## src/rtl/mod_addsub_arbiter.sv

```systemverilog
// mod_addsub_arbiter
// Two requesters share one modulo-17 add/subtract unit through a round-robin
// arbiter feeding a two-stage pipeline (S1 = operands, S2 = result).
// Optional feature macro: MOD_ADDSUB_RANGE_CHECK_EN
//   defined   -> operands above 16 flag res_err and produce res_data = 0
//   undefined -> res_err tied low, raw 5-bit operands reduced mod 17
module mod_addsub_arbiter (
    input  logic       clk,
    input  logic       rst,
    input  logic       req0_valid,
    output logic       req0_ready,
    input  logic [4:0] req0_a,
    input  logic [4:0] req0_b,
    input  logic       req0_sub,
    input  logic       req1_valid,
    output logic       req1_ready,
    input  logic [4:0] req1_a,
    input  logic [4:0] req1_b,
    input  logic       req1_sub,
    output logic       res_valid,
    input  logic       res_ready,
    output logic [4:0] res_data,
    output logic       res_id,
    output logic       res_err
);

    // Round-robin pointer: requester that wins when both are valid
    logic       r_rrPtr;

    // Stage 1: captured operation
    logic       r_s1Valid;
    logic [4:0] r_s1A;
    logic [4:0] r_s1B;
    logic       r_s1Sub;
    logic       r_s1Id;

    // Stage 2: computed result, drives the result port
    logic       r_s2Valid;
    logic [4:0] r_s2Data;
    logic       r_s2Id;
    logic       r_s2Err;

    logic       w_stall;
    logic       w_grant0;
    logic       w_grant1;
    logic       w_accept;
    logic       w_acceptId;
    logic [4:0] w_selA;
    logic [4:0] w_selB;
    logic       w_selSub;
    logic [4:0] w_aRed;
    logic [4:0] w_bRed;
    logic [5:0] w_sum;
    logic [5:0] w_diff;
    logic [4:0] w_result;
    logic       w_err;

    // Fold a 5-bit value (0..31) into 0..16
    function automatic logic [4:0] reduce17(input logic [4:0] x);
        logic [4:0] y;
        y = (x >= 5'd17) ? (x - 5'd17) : x;
        return y;
    endfunction

    // Output valid and readies are forced low while reset is asserted
    assign res_valid  = r_s2Valid & ~rst;
    assign w_stall    = res_valid & ~res_ready;

    // Arbitration: a lone valid requester wins, otherwise the pointer decides
    always_comb begin
        w_grant0 = 1'b0;
        w_grant1 = 1'b0;
        if (req0_valid && req1_valid) begin
            w_grant0 = ~r_rrPtr;
            w_grant1 = r_rrPtr;
        end else begin
            w_grant0 = req0_valid;
            w_grant1 = req1_valid;
        end
    end

    assign req0_ready = w_grant0 & ~w_stall & ~rst;
    assign req1_ready = w_grant1 & ~w_stall & ~rst;
    assign w_accept   = (req0_valid & req0_ready) | (req1_valid & req1_ready);
    assign w_acceptId = w_grant1;

    // Operand mux selecting the granted requester
    always_comb begin
        w_selA   = req0_a;
        w_selB   = req0_b;
        w_selSub = req0_sub;
        if (w_grant1) begin
            w_selA   = req1_a;
            w_selB   = req1_b;
            w_selSub = req1_sub;
        end
    end

    // Modulo-17 arithmetic on the S1 operands, result always in 0..16
    always_comb begin
        w_aRed   = reduce17(r_s1A);
        w_bRed   = reduce17(r_s1B);
        w_sum    = {1'b0, w_aRed} + {1'b0, w_bRed};
        if (w_sum >= 6'd17) begin
            w_sum = w_sum - 6'd17;
        end
        if (w_aRed >= w_bRed) begin
            w_diff = {1'b0, w_aRed} - {1'b0, w_bRed};
        end else begin
            w_diff = {1'b0, w_aRed} + 6'd17 - {1'b0, w_bRed};
        end
        w_result = r_s1Sub ? w_diff[4:0] : w_sum[4:0];
`ifdef MOD_ADDSUB_RANGE_CHECK_EN
        w_err = (r_s1A > 5'd16) | (r_s1B > 5'd16);
        if (w_err) begin
            w_result = 5'd0;
        end
`else
        w_err = 1'b0;
`endif
    end

    // Pipeline and pointer update; everything freezes while the result is stalled
    always_ff @(posedge clk) begin
        if (rst) begin
            r_rrPtr   <= 1'b0;
            r_s1Valid <= 1'b0;
            r_s1A     <= 5'd0;
            r_s1B     <= 5'd0;
            r_s1Sub   <= 1'b0;
            r_s1Id    <= 1'b0;
            r_s2Valid <= 1'b0;
            r_s2Data  <= 5'd0;
            r_s2Id    <= 1'b0;
            r_s2Err   <= 1'b0;
        end else if (!w_stall) begin
            r_s1Valid <= w_accept;
            if (w_accept) begin
                r_s1A   <= w_selA;
                r_s1B   <= w_selB;
                r_s1Sub <= w_selSub;
                r_s1Id  <= w_acceptId;
                r_rrPtr <= ~w_acceptId;
            end
            r_s2Valid <= r_s1Valid;
            if (r_s1Valid) begin
                r_s2Data <= w_result;
                r_s2Id   <= r_s1Id;
                r_s2Err  <= w_err;
            end
        end
    end

    assign res_data = r_s2Data;
    assign res_id   = r_s2Id;
    assign res_err  = r_s2Err;

endmodule

```

## config.mk

```make
export PLATFORM = sky130hd
export DESIGN_NAME = mod_addsub_arbiter
export DESIGN_NICKNAME = d
export VERILOG_FILES = /design/src/rtl/mod_addsub_arbiter.sv
export SDC_FILE = /design/constraint.sdc
export NUM_CORES = 1
export LEC_CHECK = 0
export CAP_MARGIN = 10
export CORE_UTILIZATION = 50
export DETAILED_ROUTE_END_ITERATION = 12
export PLACE_DENSITY = 0.76
export SETUP_SLACK_MARGIN = 0.3
export SYNTH_ARGS = -nofsm -noshare
export SYNTH_HDL_FRONTEND = slang
export SYNTH_SLANG_ARGS = --single-unit
```

## constraint.sdc

```tcl
create_clock -name clk -period 6.65 [get_ports clk]
set_input_delay 1.995 -clock clk [delete_from_list [all_inputs] [get_ports clk]]
set_output_delay 1.995 -clock clk [all_outputs]
set_load 0.1 [all_outputs]
```

==> flow_metrics.env <==
export IMPL_die_w_um=64.2
export IMPL_synth_area_um2=1930
export IMPL_rows=22
export IMPL_relSlewSlack=0.359
export IMPL_cts_buffer_depth=2
export IMPL_setup_tns_final_ps=0
export IMPL_synthArstFlopShare=0
export IMPL_min_delay_path_depth=2
export IMPL_cts_setup_buffers=0
export IMPL_chipHeight_um=64.2
export IMPL_synth_top_area_cell="dfxtp_1"
export IMPL_fin_worst_skew_ps=9.26
export IMPL_clock_latency_ps=260
export IMPL_cts_root_buffer="clkbuf_8"
export IMPL_via_per_inst=5.47
export IMPL_worstHoldPathType="reg -> reg"
export IMPL_path_clk_slew_ps=90
export IMPL_setup_viol=0
export IMPL_grt_pass1_vias=1555
export IMPL_synth_edf_count=0
export IMPL_fin_nets=315
export IMPL_h_tree_depth=1
export IMPL_finalPower_mw=0.567
export IMPL_highest_layer="met4"
export IMPL_area_growth_syn_to_layout_pct=20.5
export IMPL_fin_hold_ws_ps=462
export IMPL_endpoint_kind="primary output"
export IMPL_num_antenna_cells=0
export IMPL_grt_pass1_wl_um=6820
export IMPL_slew_violations=0
export IMPL_worst_slew_pin_slew_ps=958
export IMPL_cp_cell_sequence="clkdlybuf4s50_1 > nor2_1 > and3_1 > buf_4"
export IMPL_critPathMaxFanout=14
export IMPL_fp_dieArea_um2=4120
export IMPL_wl_met2_um=1760
export IMPL_instances_no_fill=311
export IMPL_core_area_um2=3690
export IMPL_worst_ep_required_time_ps=4660
export IMPL_met3_wirelength_um=129
export IMPL_worstSetupPathType="in -> out"
export IMPL_cts_num_sinks=21
export IMPL_yosys_top_cells_count="nor2_1 (31), inv_1 (22), dfxtp_1 (21)"
export IMPL_min_period_ps=5420
export IMPL_finalHoldViolCount=0
export IMPL_gr_total_overflow=0
export IMPL_max_freq_mhz=185
export IMPL_dpl_cell_count=307
export IMPL_io_pins=37
export IMPL_pre_cts_slack_ps=1240
export IMPL_drtPass1Iterations=4
export IMPL_arrival_ps=3420
export IMPL_timing_final_crit_share=0.814
export IMPL_track_usage=0.206
export IMPL_cts_resized_gates=0
export IMPL_irDropWorstVdd_mv=0.115
export IMPL_wl_met1_um=1900
export IMPL_ys_top_cells_by_area="dfxtp_1 (22%), ha_1 (13%), mux2i_1 (6.7%)"
export IMPL_rsz0062_at_grt="false"
export IMPL_drc=0
export IMPL_critPathLaunchType="input pin"
export IMPL_antenna_found_initial=0
export IMPL_num_vias=1700
export IMPL_drive_gt1_frac=0.0608
export IMPL_yosysWarnings=0
export IMPL_syn_avg_cell_area_um2=8.30
export IMPL_grt_max_degree=24
export IMPL_portBuffers=35
export IMPL_tritoncts="built"
export IMPL_crit_path_top_delay_cell="clkdlybuf4s50_1"
export IMPL_start_util=0.524
export IMPL_synth_ff_type="dfxtp_1"
export IMPL_wl_per_cell_um=12.4
export IMPL_cts_made_buffers=3
export IMPL_reg2reg_depth=13
export IMPL_syn_inst=233
export IMPL_cpPeakStageDelay_ps=670
export IMPL_netlist_area_leader_share=0.217
export IMPL_max_cap_violations=0
export IMPL_routabilityCongestion=0.865
export IMPL_p_leak_nw=0.993
export IMPL_layout_setup_ws_ps=1230
export IMPL_status="finished clean"
export IMPL_ys_seq_area_frac=0.217
export IMPL_ys_ff_latch=21
export IMPL_place_hpwl_um=3130
export IMPL_syn_nets=284
export IMPL_ant_nets=0
export IMPL_ys_types=51
export IMPL_routed_wl_um=3860
export IMPL_detail_route_iter0_violations=100
export IMPL_holdBufCountCts=0
export IMPL_yosysMostFrequentCell="nor2_1"
export IMPL_fillerInstances=341
export IMPL_powerDensity_nw_per_um2=243
## routing by layer
| metal | up-vias | global-route usage |
|---|---|---|
| li1 | 880 | - |
| met1 | 774 | 0.271 |
| met2 | 40 | 0.348 |
| met3 | 6 | 0.0250 |
| met4 | 0 | 0.0667 |
| met5 | - | 0 |
## state kept, by name, summed over array words and instances (netlist names)
| signal | cells |
|---|---|
| r_s1A | 5 |
| r_s1B | 5 |
| res_data | 5 |
| r_rrPtr | 1 |
| r_s1Id | 1 |
| r_s1Sub | 1 |
| r_s1Valid | 1 |
| r_s2Valid | 1 |
| res_id | 1 |
## kinds of logic after synthesis
group	share of synthesized area
compound gates	0.219
xor+xnor	0.0673
fa+ha+maj	0.171
buf+inv	0.0802
flops	0.217
mux	0.0673
other cells	0.00194
simple gates	0.177
## power by group
group          total, mW  internal, mW  switching (mW)
clock network     0.0854        0.0417          0.0437
registers          0.150         0.139          0.0111
logic              0.332         0.129           0.203
total              0.567         0.309           0.258
## layout make-up
cell class / instances / area (um^2) / area share
clock buffer: 3 / 41.3 / 0.0177
clock inverter: 1 / 5.00 / 0.00215
inverter: 22 / 82.6 / 0.0354
multi-input combinational: 179 / 1360 / 0.585
sequential: 21 / 420 / 0.180
tap: 48 / 60.1 / 0.0258
timing repair buffer: 37 / 358 / 0.154
## metrics by stage
stage | instance area (um^2) | utilization
floorplan | 1940 | -
global placement | 2280 | 0.619
detailed placement | 2280 | 0.619
CTS | 2330 | 0.632
global route | 2330 | 0.632
finish | 2330 | 0.632
## layout by cell type, fill, tap and decap left out, types with 4 or more instances in the layout
master / instances
o21ai_0: 8
xnor2_1: 11
nand3_1: 5
o21a_1: 4
buf_4: 5
a211oi_1: 12
clkdlybuf4s50_1: 32
ha_1: 20
a21oi_1: 6
inv_1: 22
nor2_1: 31
fa_1: 4
mux2i_1: 13
nand2_1: 13
nor3_1: 4
dfxtp_1: 21
## path summary, 6_finish.rpt
| path | from | endpoint | slack, ps |
|---|---|---|---|
| min reg2reg | res_id | res_id | 460 |
| min | res_id | res_id | 460 |
| max reg2reg | r_s1B[0] | res_data[1] | 3040 |
| max | rst | req0_ready | 1230 |
## critical path: cells and delay by family
kind,cells,cell delay (ps)
buffers and inverters,2,970
AND/OR/NAND/NOR,2,460
(Power assumes the default switching activity.)
